**src/rtl/puf_stream_reader_if.sv**
```systemverilog
`default_nettype none
// ============================================================================
// puf_stream_reader_if : host UART link and PUF RAM read port bundle
// Revision: 1.0
// ============================================================================
interface puf_stream_reader_if #(
  parameter int DATA_W = 16,
  parameter int ADDR_W = 13
);
  logic              uart_rx_ready;
  logic [7:0]        uart_data_from_rx;
  logic              uart_tx_ready;
  logic [7:0]        uart_data_to_tx;
  logic              uart_tx_enable;
  logic [ADDR_W-1:0] mem_raddr;
  logic [DATA_W-1:0] mem_rdata;
  logic              busy;
  logic              err_cmd;

  modport slave (
    input  uart_rx_ready, uart_data_from_rx, uart_tx_ready, mem_rdata,
    output uart_data_to_tx, uart_tx_enable, mem_raddr, busy, err_cmd
  );

  modport master (
    output uart_rx_ready, uart_data_from_rx, uart_tx_ready, mem_rdata,
    input  uart_data_to_tx, uart_tx_enable, mem_raddr, busy, err_cmd
  );
endinterface
`default_nettype wire

```
**src/rtl/puf_stream_reader.sv**
```systemverilog
`default_nettype none
// ============================================================================
// puf_stream_reader : command-driven byte streamer from PUF SRAM to a UART
// Revision: 1.0
// ============================================================================
module puf_stream_reader #(
  parameter int DATA_W    = 16,
  parameter int ADDR_W    = 13,
  parameter int NUM_BYTES = 16384,
  parameter int RD_LAT    = 1,
  parameter int CSUM_EN   = 1
) (
  input wire clk,
  input wire rst,
  puf_stream_reader_if.slave bus
);

  localparam int LANES  = DATA_W / 8;
  localparam int LANE_W = (LANES > 1) ? $clog2(LANES) : 1;
  localparam logic [15:0] C_LANES = 16'(LANES);
  localparam logic [16:0] C_NB17  = 17'(NUM_BYTES);
  localparam logic [2:0]  C_LAT_LAST = 3'(RD_LAT - 1);

  typedef enum logic [2:0] {
    S_IDLE, S_ARGS, S_MEM_WAIT, S_LOAD, S_SEND, S_WAIT_DONE, S_NEXT, S_CSUM
  } state_t;

  state_t            state_q;
  logic [15:0]       idx_q;
  logic [16:0]       end_q;
  logic [7:0]        csum_q;
  logic [23:0]       arg_q;
  logic [1:0]        argc_q;
  logic [2:0]        cnt_q;
  logic              seen_low_q;
  logic              is_csum_q;
  logic [7:0]        tx_data_q;
  logic              tx_en_q;
  logic [ADDR_W-1:0] raddr_q;
  logic              err_q;

  logic [15:0]       start_d;
  logic [15:0]       len_d;
  logic [16:0]       sum_d;
  logic [16:0]       end_d;
  logic              start_bad_d;
  logic [15:0]       nidx_d;
  logic              last_d;
  logic [LANE_W-1:0] lane_d;
  logic [7:0]        byte_d;
  logic [7:0]        lanes_d [LANES];

  function automatic logic [ADDR_W-1:0] word_of(input logic [15:0] i);
    return ADDR_W'(i / C_LANES);
  endfunction

  for (genvar g = 0; g < LANES; g++) begin : g_lane
    assign lanes_d[g] = bus.mem_rdata[8*g +: 8];
  end

  // The 4th argument byte is still on the rx bus when the range is decided.
  assign start_d     = arg_q[23:8];
  assign len_d       = {arg_q[7:0], bus.uart_data_from_rx};
  assign sum_d       = {1'b0, start_d} + {1'b0, len_d};
  assign end_d       = (sum_d > C_NB17) ? C_NB17 : sum_d;
  assign start_bad_d = ({1'b0, start_d} >= C_NB17);
  assign nidx_d      = idx_q + 16'd1;
  assign last_d      = (({1'b0, idx_q} + 17'd1) == end_q);
  assign lane_d      = LANE_W'(idx_q % C_LANES);
  assign byte_d      = lanes_d[lane_d];

  always_ff @(posedge clk) begin
    if (rst) begin
      state_q    <= S_IDLE;
      idx_q      <= '0;
      end_q      <= '0;
      csum_q     <= '0;
      arg_q      <= '0;
      argc_q     <= '0;
      cnt_q      <= '0;
      seen_low_q <= 1'b0;
      is_csum_q  <= 1'b0;
      tx_data_q  <= '0;
      tx_en_q    <= 1'b0;
      raddr_q    <= '0;
      err_q      <= 1'b0;
    end else begin
      tx_en_q <= 1'b0;
      err_q   <= 1'b0;
      case (state_q)
        S_IDLE: begin
          if (bus.uart_rx_ready) begin
            if (bus.uart_data_from_rx == 8'h73) begin
              idx_q   <= '0;
              end_q   <= C_NB17;
              csum_q  <= '0;
              raddr_q <= word_of(16'd0);
              cnt_q   <= '0;
              state_q <= S_MEM_WAIT;
            end else if (bus.uart_data_from_rx == 8'h72) begin
              argc_q  <= '0;
              state_q <= S_ARGS;
            end else begin
              err_q <= 1'b1;
            end
          end
        end
        S_ARGS: begin
          if (bus.uart_rx_ready) begin
            argc_q <= argc_q + 2'd1;
            arg_q  <= {arg_q[15:0], bus.uart_data_from_rx};
            if (argc_q == 2'd3) begin
              csum_q <= '0;
              if (start_bad_d) begin
                err_q   <= 1'b1;
                state_q <= S_IDLE;
              end else if (len_d == 16'd0) begin
                state_q <= (CSUM_EN != 0) ? S_CSUM : S_IDLE;
              end else begin
                idx_q   <= start_d;
                end_q   <= end_d;
                raddr_q <= word_of(start_d);
                cnt_q   <= '0;
                state_q <= S_MEM_WAIT;
              end
            end
          end
        end
        S_MEM_WAIT: begin
          if (cnt_q == C_LAT_LAST) state_q <= S_LOAD;
          else cnt_q <= cnt_q + 3'd1;
        end
        S_LOAD: begin
          if (bus.uart_tx_ready) begin
            tx_data_q <= byte_d;
            csum_q    <= csum_q + byte_d;
            tx_en_q   <= 1'b1;
            is_csum_q <= 1'b0;
            state_q   <= S_SEND;
          end
        end
        S_SEND: begin
          seen_low_q <= 1'b0;
          state_q    <= S_WAIT_DONE;
        end
        S_WAIT_DONE: begin
          // Only a low-then-high ready sequence marks the byte as gone.
          if (!bus.uart_tx_ready) begin
            seen_low_q <= 1'b1;
          end else if (seen_low_q) begin
            if (is_csum_q) begin
              csum_q  <= '0;
              state_q <= S_IDLE;
            end else begin
              state_q <= S_NEXT;
            end
          end
        end
        S_NEXT: begin
          if (last_d) begin
            state_q <= (CSUM_EN != 0) ? S_CSUM : S_IDLE;
          end else begin
            idx_q   <= nidx_d;
            raddr_q <= word_of(nidx_d);
            cnt_q   <= '0;
            state_q <= S_MEM_WAIT;
          end
        end
        S_CSUM: begin
          if (bus.uart_tx_ready) begin
            tx_data_q <= csum_q;
            tx_en_q   <= 1'b1;
            is_csum_q <= 1'b1;
            state_q   <= S_SEND;
          end
        end
        default: state_q <= S_IDLE;
      endcase
    end
  end

  assign bus.uart_data_to_tx = tx_data_q;
  assign bus.uart_tx_enable  = tx_en_q;
  assign bus.mem_raddr       = raddr_q;
  assign bus.err_cmd         = err_q;
  assign bus.busy            = (state_q != S_IDLE);

endmodule
`default_nettype wire
```
**src/flat_wrapper.sv**
```systemverilog
// flat-port wrapper written by rule: the top's interface ports become plain ports
module puf_stream_reader_flat 
#(
  parameter int DATA_W    = 16,
  parameter int ADDR_W    = 13,
  parameter int NUM_BYTES = 16384,
  parameter int RD_LAT    = 1,
  parameter int CSUM_EN   = 1
)
  (clk, rst, bus_uart_rx_ready, bus_uart_data_from_rx, bus_uart_tx_ready, bus_mem_rdata, bus_uart_data_to_tx, bus_uart_tx_enable, bus_mem_raddr, bus_busy, bus_err_cmd);
  puf_stream_reader_if #(.DATA_W(DATA_W), .ADDR_W(ADDR_W)) bus_i ();
  input wire clk;
  input wire rst;
  input wire logic [$bits(bus_i.uart_rx_ready)-1:0] bus_uart_rx_ready;
  input wire logic [$bits(bus_i.uart_data_from_rx)-1:0] bus_uart_data_from_rx;
  input wire logic [$bits(bus_i.uart_tx_ready)-1:0] bus_uart_tx_ready;
  input wire logic [$bits(bus_i.mem_rdata)-1:0] bus_mem_rdata;
  output wire logic [$bits(bus_i.uart_data_to_tx)-1:0] bus_uart_data_to_tx;
  output wire logic [$bits(bus_i.uart_tx_enable)-1:0] bus_uart_tx_enable;
  output wire logic [$bits(bus_i.mem_raddr)-1:0] bus_mem_raddr;
  output wire logic [$bits(bus_i.busy)-1:0] bus_busy;
  output wire logic [$bits(bus_i.err_cmd)-1:0] bus_err_cmd;
  assign bus_i.uart_rx_ready = bus_uart_rx_ready;
  assign bus_i.uart_data_from_rx = bus_uart_data_from_rx;
  assign bus_i.uart_tx_ready = bus_uart_tx_ready;
  assign bus_i.mem_rdata = bus_mem_rdata;
  assign bus_uart_data_to_tx = bus_i.uart_data_to_tx;
  assign bus_uart_tx_enable = bus_i.uart_tx_enable;
  assign bus_mem_raddr = bus_i.mem_raddr;
  assign bus_busy = bus_i.busy;
  assign bus_err_cmd = bus_i.err_cmd;
  puf_stream_reader #(.DATA_W(DATA_W), .ADDR_W(ADDR_W), .NUM_BYTES(NUM_BYTES), .RD_LAT(RD_LAT), .CSUM_EN(CSUM_EN)) u_core (.clk(clk), .rst(rst), .bus(bus_i));
endmodule
```
**config.mk**
```make
export PLATFORM = sky130hd
export DESIGN_NAME = puf_stream_reader_flat
export DESIGN_NICKNAME = d
export VERILOG_FILES = /design/src/rtl/puf_stream_reader_if.sv /design/src/rtl/puf_stream_reader.sv /design/src/flat_wrapper.sv
export SDC_FILE = /design/constraint.sdc
export NUM_CORES = 1
export LEC_CHECK = 0
export ABC_CLOCK_PERIOD_IN_PS = 2900
export CAP_MARGIN = 5
export CORE_ASPECT_RATIO = 2
export CORE_MARGIN = 4
export CORE_UTILIZATION = 45
export DETAILED_ROUTE_END_ITERATION = 10
export GPL_TIMING_DRIVEN = 1
export PLACE_DENSITY = 0.67
export SYNTH_ARGS = -nofsm -noshare
export SYNTH_HDL_FRONTEND = slang
export SYNTH_SLANG_ARGS = --single-unit
```
**constraint.sdc**
```tcl
create_clock -name clk -period 2.9 [get_ports clk]
set_clock_uncertainty 0.05 [all_clocks]
set_input_delay 0.58 -clock clk [delete_from_list [all_inputs] [get_ports clk]]
set_output_delay 0.58 -clock clk [all_outputs]
set_load 0.005 [all_outputs]
```
**Word level (Yosys, flattened, before mapping)**

Cells that the tools add are included.

- Logic and storage cells: 155
- Input bits: 28
- Bits in registers: 98

- Eq/ne operators: 30
- $add $sub $neg: 6
- Mux-type cells: 80
- Bitwise logic cells: 2
- Reductions and logical operators: 21
- $lt $le $gt $ge: 3

Operators by type and width:

| operator | count |
|---|---|
| $mux 17 | 7 |
| $mux 16 | 7 |
| $mux 8 | 13 |
| $mux 13 | 7 |
| $mux 3 | 21 |
| $pmux 16 s3 | 1 |
| $pmux 13 s3 | 1 |
| $pmux 17 s2 | 1 |
| $pmux 8 s4 | 1 |
| $ne 2x2->1 const B | 11 |
| $pmux 3 s7 | 1 |
| $reduce_and 9->1 | 2 |
| $add 16x1->17 const B | 1 |
| $add 16x16->17 | 1 |
| $eq 17x17->1 | 1 |
| $gt 17x15->1 const B | 1 |
| $add 16x1->16 const B | 1 |
| $eq 8x7->1 const B | 2 |
| $ge 16x15->1 const B | 1 |
| $logic_not 16->1 | 1 |
| $pmux 8 s2 | 1 |
| $reduce_and 8->1 | 2 |
| $ne 2x1->1 const B | 7 |
| $eq 3x3->1 const B | 4 |
| 24 further kinds | 46 |

**Logic depth before layout (Yosys ltp)**

Gate-level depths: netlist of the first run.

- Word-level depth: 8
- Depth in mapped cells: 12
- Gate-level depth less buffers: 10

**Least setup slack after synthesis of the first run**

Ideal clock, no wire load.

- Path type: reg-to-reg
- Start point: reg u_core.idx_q[0]
- End point: reg u_core.csum_q[7]
- Slack: -0.245 ns
- Arrival: 3.021 ns
- Buffers on the path: 2
- Data required time: 2.775 ns
- Cell stages (with the launch flop): 13
- Clock period less this slack: 3.145 ns
- Cell sequence: dfxtp_1 > buf_2 > buf_1 > mux2_2 > ha_1 > a21o_1 > a21oi_1 > nor2b_1 > o21a_1 > o41a_1 > xor2_1 > or4_1 > a31oi_1

- Word-level cells in the longest chain between the ends: 7

Ends and longest elaborated chain:

| item | RTL line | RTL |
|---|---|---|
| from (decl) | puf_stream_reader.sv:29 | `logic [15:0] idx_q;` |
| from (signal assigned) | puf_stream_reader.sv:120 | `idx_q <= start_d;` |
| from (signal assigned) | puf_stream_reader.sv:163 | `idx_q <= nidx_d;` |
| $not 1->2 (implied by the code) | puf_stream_reader.sv:70 | `assign byte_d = lanes_d[lane_d];` |
| $mux 8 (implied by the code) (3 in series) | puf_stream_reader.sv:70 |  |
| $add 8x8->8 | puf_stream_reader.sv:136 | `csum_q <= csum_q + byte_d;` |
| $mux 8 | puf_stream_reader.sv:134 | `if (bus.uart_tx_ready) begin` |
| $pmux 8 s4 | puf_stream_reader.sv:90 | `case (state_q)` |
| to (signal assigned) | puf_stream_reader.sv:136 |  |
| to (decl) | puf_stream_reader.sv:31 | `logic [7:0] csum_q;` |

Every way passes these cells. The select of a mux whose other input is x is not followed.
A chain may end at the register's enable or synchronous reset.

**Worst setup path after layout of the first run**

- Start point: in bus_mem_rdata[10]
- End point: reg u_core.csum_q[7]

- Word-level cells in the longest chain between the ends: 6

Ends and longest elaborated chain:

| item | RTL line | RTL |
|---|---|---|
| from (decl) | flat_wrapper.sv:17 | `input wire logic [$bits(bus_i.mem_rdata)-1:0] bus_mem_rdata;` |
| $mux 8 (implied by the code) (3 in series) | puf_stream_reader.sv:70 |  |
| $add 8x8->8 | puf_stream_reader.sv:136 |  |
| $mux 8 | puf_stream_reader.sv:134 |  |
| $pmux 8 s4 | puf_stream_reader.sv:90 |  |

Every way passes these cells. The select of a mux whose other input is x is not followed.

==> results.toml, run 1 <==
[status]
outcome = "complete, no violations"

[yosys]
syn-instance-count = 723
synthSimpleGateAreaFrac = 0.2570
synth_top_family_by_area = "simple AND/OR/NAND/NOR gates"
yosysMostFrequentCell = "sky130_fd_sc_hd__nand2_1"
yosys-top-cells-area = "sky130_fd_sc_hd__dfxtp_1 30%, sky130_fd_sc_hd__a21oi_1 7.5%, sky130_fd_sc_hd__nand2_1 7.1%"
synth_warnings = 0
postSynth.asyncResetShare = 0
synth_xor_xnor_area_share = 0.05923
synth_seq_cells = 85
synth_fa_ha_area_frac = 0.06725
synth_sequential_area_ratio = 0.3028
synth_largest_type_area_fraction = 0.3028
post_synthesis_compound_gate_area_fraction = 0.2287
syn-cell-area_sq_mm = 0.005619
yosys.area.top_type = "sky130_fd_sc_hd__dfxtp_1"
synth.area.mux_share = 0.02494
postSynthNetCount = 780
list_of_most_frequent_post_synthesis_cells = "106 x sky130_fd_sc_hd__nand2_1, 85 x sky130_fd_sc_hd__dfxtp_1, 84 x sky130_fd_sc_hd__a21oi_1"
dominantRegCellSynth = "sky130_fd_sc_hd__dfxtp_1"
number_of_flops_mapped_to_enable_cells_by_yosys = 0
avg_cell_area_syn_sq_um = 7.772
post_synth_num_cell_types = 76

[cells_and_area]
number_of_nets_at_the_end_of_the_flow = 890
syn2layout_area_growth_pct = 30.95
final_core_utilization = 0.6034
layout-drive-gt1-share = 0.2124
final_cell_count_no_fill = 985
ant_diodes = 0

[timing]
setup_repair_after_global_routing_missed_its_margin = "true"
finalCritPeriodShare = 0.9887
hold_violations_final = 0
max_clock_freq_mhz = 348.8
setup_ws_ns = 0.03278
setup_violations = 0
timing.final.crit_period_ns = 2.867
max_slew.worst_pin.slew_ns = 0.6087
slew_viol_final = 0
slew_headroom = 0.5924

[setup_path]
cp_data_arrival_time_ns = 3.09
path_delay_family = "compound AO/OA/AOI/OAI gates"
critPathCaptureType = "flip-flop"
timing.critical_path.from_type = "primary input"
worstPathCellList = "clkdlybuf4s50_1, mux2_2, ha_1, a21oi_2, nor2b_1, o21a_1, o41a_1, xor2_2, or4_1, a31oi_1"
cpPeakStageDelay_ns = 0.41
worst-setup-path-type = "in -> reg"
slowest_stage = "sky130_fd_sc_hd__or4_1"
crit_fanout = 2
critPathRequiredTime_ns = 3.12
worstReg2RegStart = "u_core.idx_q[0]"
worst_setup_path_startpoint = "bus_mem_rdata[10]"
cp_num_buf_inv = 1

[placed_design]
gp_congestion = 0.9081
post-place-ws_ns = -0.4645
numPortBuffers = 51
hpwl_after_detailed_placement_microns = 14420
post-place-cells = 958

[cts]
htree_num_levels = 3
cts-buffers-inserted = 9
tritoncts_num_sinks = 85
clock-root-buffer = "sky130_fd_sc_hd__clkbuf_16"
cts_tree = "yes"
ctsLongestPathBuffers = 2
insertion_delay_ns = 0.34
path_clk_slew_ns = 0.07

[min_path]
hp-start = "u_core.bus.uart_data_to_tx[5]"
hold_path.class = "reg -> reg"

[pwr]
powerDensity_mw_per_mm2 = 467.1
power.static_leakage_nw = 3.035
ir_worst_vdd_mv = 0.3750

[global_route]
global_route.overflow_total = 0
grt_pass1_wl_microns = 29440
grt_pass1_vias = 5905
antenna_found_initial = 0
grt.total_usage = 0.2617
largest_net_degree_at_the_start_of_global_routing = 38

[floorplan]
die_width_microns = 87.02
standard_cell_core_area_sq_mm = 0.01220
die_y_microns = 166.0
initial_core_util = 0.4608
fp-row-count = 57
die_outline_area_sq_mm = 0.01445
top_level_ports = 52

[route]
via_count = 5875
final_antenna_net_count = 0
wl_per_cell_microns = 18.76
routed_wirelength_microns = 18480
detail_route.drc_violations = 0
drt-initial-drc-count = 411
detail_route.first_pass.iterations = 7
avgViaCountPerCell = 5.964

[flow_run]
cap_violations = 0
## sequential cells by signal (all words and copies together) (netlist names)
signal and flops:
u_core.arg_q 24, u_core.end_q 17, u_core.idx_q 16, u_core.bus.uart_data_to_tx 8
u_core.csum_q 8, u_core.cnt_q 3, u_core.state_q 3, u_core.argc_q 2
u_core.bus.err_cmd 1, u_core.bus.uart_tx_enable 1, u_core.is_csum_q 1, u_core.seen_low_q 1
## layout make-up
type | instances | area [sq um]
Fill cell | 1107 | 4837
Multi-Input combinational cell | 570 | 3790
Sequential cell | 85 | 1703
Timing Repair Buffer | 157 | 1338
Clock buffer | 9 | 225.2
Tap cell | 147 | 183.9
Clock inverter | 7 | 81.33
Inverter | 10 | 37.54
## power by group
group          switching [mW]  internal, mW  leakage (nW)
Clock                   0.503         0.681         0.152
Combinational           0.557         0.405          2.20
Sequential             0.0647          1.23         0.686
Total                    1.12          2.31          3.04
## through the flow
stage                     area, sq um  hold slack [ns]  TNS [ns]  total power [mW]
after floorplan                  5634           0.3856         0             1.876
after global placement           6740           0.3937    -8.971             2.204
after detailed placement         6740           0.3921    -9.925             2.229
after CTS                        7152           0.4083  -0.01213             3.427
after global routing             7358           0.4283  -0.06663             3.590
final                            7358           0.3997         0             3.437
## cell families (layout without fill, tap and decap cells)
| group | count (synthesis) | after routing |
|---|---|---|
| buffers and inverters | 68 | 183 |
| flip-flops | 85 | 85 |
| adder cells (fa/ha/maj) | 29 | 29 |
| XOR/XNOR | 38 | 38 |
| AO/OA/AOI/OAI | 201 | 201 |
| multiplexers | 13 | 13 |
| AND/OR/NAND/NOR | 289 | 289 |
## timing repair
action,CTS,global route
setup buffers,6,5
pin swaps,5,13
resized for setup,18,33
hold buffers,0,0
endpoints found under the setup margin,36,34
## placed cells by master, fill, tap and decap left out, types with 9 or more instances in the layout
cell type,netlist,layout
sky130_fd_sc_hd__nand2_1,106,106
sky130_fd_sc_hd__inv_1,9,9
sky130_fd_sc_hd__o21ai_1,10,12
sky130_fd_sc_hd__ha_1,27,19
sky130_fd_sc_hd__nand3_1,24,23
sky130_fd_sc_hd__o21ai_0,23,20
sky130_fd_sc_hd__nand2b_1,9,9
sky130_fd_sc_hd__dfxtp_1,85,84
sky130_fd_sc_hd__and2_1,11,11
sky130_fd_sc_hd__xnor2_1,19,18
sky130_fd_sc_hd__nor3_1,20,18
sky130_fd_sc_hd__dlymetal6s2s_1,0,9
sky130_fd_sc_hd__a21oi_1,84,80
sky130_fd_sc_hd__xor2_1,19,18
sky130_fd_sc_hd__a21o_1,11,11
sky130_fd_sc_hd__clkdlybuf4s50_1,0,39
sky130_fd_sc_hd__buf_4,17,104
sky130_fd_sc_hd__clkbuf_16,0,9
sky130_fd_sc_hd__nor2_1,60,60
## per-layer routing
layer / up-vias / GRT usage / share of wire
li1: 2794 / - / -
met1: 2791 / 0.2570 / 0.34
met2: 194 / 0.4727 / 0.54
met3: 96 / 0.02929 / 0.035
met4: 0 / 0.2062 / 0.089
met5: - / 0 / 0
## worst register-to-register path, cell delays in order, from the launching register on
cell and delay [ns]:
sky130_fd_sc_hd__dfxtp_2 0.36, sky130_fd_sc_hd__buf_6 0.15, sky130_fd_sc_hd__mux2_4 0.33, sky130_fd_sc_hd__ha_4 0.21
sky130_fd_sc_hd__a21o_1 0.19, sky130_fd_sc_hd__a21oi_2 0.16, sky130_fd_sc_hd__nor2b_1 0.06, sky130_fd_sc_hd__o21a_1 0.21
sky130_fd_sc_hd__o41a_1 0.36, sky130_fd_sc_hd__xor2_2 0.16, sky130_fd_sc_hd__or4_1 0.41, sky130_fd_sc_hd__a31oi_1 0.14
## worst paths after layout
| path | to | cells past startpoint | slack (ns) |
|---|---|---|---|
| setup / recovery | u_core.csum_q[7] | 10 | 0.03 |
| hold reg to reg | u_core.bus.uart_data_to_tx[5] | 2 | 0.40 |
| setup reg to reg | u_core.csum_q[7] | 11 | 0.04 |
| hold / removal | u_core.bus.uart_data_to_tx[5] | 2 | 0.40 |
(Power assumes the default switching activity.)
==> inputs of run 2 (changes only) <==
--- a/config.mk
+++ b/config.mk
@@ -7,8 +7,7 @@
 export LEC_CHECK = 0
 export ABC_CLOCK_PERIOD_IN_PS = 2900
 export CAP_MARGIN = 5
-export CORE_ASPECT_RATIO = 2
-export CORE_MARGIN = 4
+export CORE_ASPECT_RATIO = 0.6
 export CORE_UTILIZATION = 45
 export DETAILED_ROUTE_END_ITERATION = 10
 export GPL_TIMING_DRIVEN = 1
==> run 2 against run 1 <==
  * Routed wire length is 1.5% higher
  * Clock-buffer cell count is 1 higher
  * Sequential power hardly changed
  * First-iteration DRC count is 60% higher
  * Critical path depth is 1 higher
  * Sequential cell count stayed put
  * Register-to-register slack hardly changed
  * Worst hold slack better by 0.0011 ns
  * Total power is 5.5% higher
  * Setup slack better by 0.011 ns
  * Utilization is 2.4 points higher
  * Clock power is 11% higher
  * Critical path type is now reg -> reg
  * Largest cell class unchanged
==> results.toml, run 2 (synthesis gave the netlist of run 1 again) <==
[pwr]
power.static_leakage_nw = 3.106
switchingPower_mw = 1.179
ir_worst_vdd_mv = 0.3125
sw_frac_of_total = 0.3252
p_clk_frac = 0.361
internal_power_mw = 2.448
pwr-share-seq = 0.356
total_power_mw = 3.627
powerDensity_mw_per_mm2 = 478.0
power.combinational.fraction = 0.283

[setup_path]
timing.critical_path.from_type = "flip-flop"
crit_fanout = 4
path_delay_family = "compound AO/OA/AOI/OAI gates"
cpPeakStageDelay_ns = 0.41
cp_data_arrival_time_ns = 3.09
slowest_stage = "sky130_fd_sc_hd__or4_1"
worst-setup-path-type = "reg -> reg"
critPathRequiredTime_ns = 3.14
cp_num_buf_inv = 1
critPathCaptureType = "flip-flop"
worstPathCellList = "buf_6, mux2_4, ha_4, a21o_1, a21oi_4, nor2b_1, o21a_1, o41a_1, xor2_1, or4_1, a31oi_1"

[global_route]
antenna_found_initial = 0
grt_pass1_wl_microns = 28040
global_route.overflow_total = 0
grt_pass1_vias = 5261
grt.total_usage = 0.2832
largest_net_degree_at_the_start_of_global_routing = 39

[placed_design]
gp_congestion = 0.9303
place_area_sq_mm = 0.006778
hpwl_after_detailed_placement_microns = 13560
numPortBuffers = 51

[cts]
htree_num_levels = 3
cts.hold.buffers_added = 0
path_clk_slew_ns = 0.07
ctsLongestPathBuffers = 2
tritoncts_num_sinks = 85
clock-root-buffer = "sky130_fd_sc_hd__clkbuf_16"
cts_tree = "yes"
cts-buffers-inserted = 9
insertion_delay_ns = 0.35

[timing]
timing.hold.ws_ns = 0.4007
setup_total_negative_slack_ns = 0
setup_repair_after_global_routing_missed_its_margin = "true"
finalCritPeriodShare = 0.9849
slew_headroom = 0.6842
hold_violations_final = 0
max_slew.worst_pin.slew_ns = 0.4724
setup_violations = 0
slew_viol_final = 0
max_clock_freq_mhz = 350.1
timing.final.crit_period_ns = 2.856

[cells_and_area]
biggestRegsByFlops = "u_core.arg_q x24, u_core.end_q x17, u_core.idx_q x16"
ant_diodes = 0
layout_commonest_cell = "sky130_fd_sc_hd__nand2_1"
layout_common_cells = "106 x sky130_fd_sc_hd__nand2_1, 101 x sky130_fd_sc_hd__buf_4, 83 x sky130_fd_sc_hd__dfxtp_1"
registers.top_by_ff_count = "u_core.arg_q"
layout-drive-gt1-share = 0.2280
post_route_cell_area_sq_mm = 0.007589
largest_reg_flops = 24
syn2layout_area_growth_pct = 35.05
number_of_nets_at_the_end_of_the_flow = 894

[route]
final_antenna_net_count = 0
via_count = 5923
detail_route.first_pass.iterations = 5
detail_route.drc_violations = 0
wl_per_cell_microns = 18.63
avgViaCountPerCell = 5.882
drt-initial-drc-count = 656
routed_wirelength_microns = 18760

[floorplan]
initial_core_util = 0.4643
die_width_microns = 146.3
standard_cell_core_area_sq_mm = 0.01210
die_outline_area_sq_mm = 0.01295
die_y_microns = 88.56
top_level_ports = 52
fp-row-count = 31

[min_path]
hold_path.class = "reg -> reg"

[status]
outcome = "complete, no violations"

[flow_run]
cap_violations = 0
[run 2: cell types whose count changed in the layout (fill, tap and decap cells not counted), moves of 3 or more]
cell	previous run	this run
sky130_fd_sc_hd__buf_4	104	101
sky130_fd_sc_hd__dlygate4sd2_1	2	6
sky130_fd_sc_hd__buf_6	1	6
sky130_fd_sc_hd__o21ai_1	12	15
sky130_fd_sc_hd__clkdlybuf4s50_1	39	36
sky130_fd_sc_hd__o21ai_0	20	17
sky130_fd_sc_hd__a21oi_1	80	77
[run 2: through the flow]
step,cells,util,setup WS [ns]
5_1_grt,1007,0.6271,-0.07973
3_5_place_dp,978,0.5601,-0.5228
2_1_floorplan,723,-,0.0005962
6_report,1007,0.6271,0.04382
3_3_place_gp,978,0.5601,-0.4834
4_1_cts,998,0.5966,-0.09329
[run 2: worst paths after layout]
path | endpoint | slack [ns] | cells after the start | startpoint
hold / removal | u_core.bus.uart_data_to_tx[1] | 0.40 | 2 | u_core.bus.uart_data_to_tx[1]
hold reg to reg | u_core.bus.uart_data_to_tx[1] | 0.40 | 2 | u_core.bus.uart_data_to_tx[1]
setup reg to reg | u_core.csum_q[7] | 0.04 | 11 | u_core.idx_q[0]
setup / recovery | u_core.csum_q[7] | 0.04 | 11 | u_core.idx_q[0]
[run 2: worst min-delay path, stage by stage (launching register included)]
cell and delay, ns:
sky130_fd_sc_hd__dfxtp_1 0.31, sky130_fd_sc_hd__nand2_1 0.05, sky130_fd_sc_hd__a21oi_1 0.05
[run 2: timing repair]
item                                    CTS  global route
hold endpoints to repair                  0             0
buffers inserted                          4             7
pin swaps                                12            22
cloned                                    0             2
resized for setup                        28            50
endpoints found under the setup margin   10            36
[run 2: power by group through the flow]
| stage | clock [mW] | combinational [mW] | sequential [mW] |
|---|---|---|---|
| floorplan | 0 | 0.588 | 1.29 |
| global placement | 0 | 0.893 | 1.31 |
| detailed placement | 0 | 0.914 | 1.31 |
| CTS | 1.32 | 0.927 | 1.28 |
| global route | 1.37 | 1.11 | 1.30 |
| finish | 1.31 | 1.03 | 1.29 |
[run 2: layout make-up]
type | count | area, sq um
clock buffers | 10 | 239.0
well taps | 165 | 206.4
fillers | 1051 | 4513
multi-input cells | 570 | 3914
clock inverters | 6 | 93.84
flip-flops and latches | 85 | 1704
inverters | 10 | 37.54
repair buffers | 161 | 1394
[run 2: per-layer routing]
metal,up-vias,track usage,wire length [microns]
met3,19,0.06598,1793
met2,268,0.4074,7935
met4,0,0.07576,194
met1,2830,0.4191,8833
met5,-,0,0
li1,2806,-,-
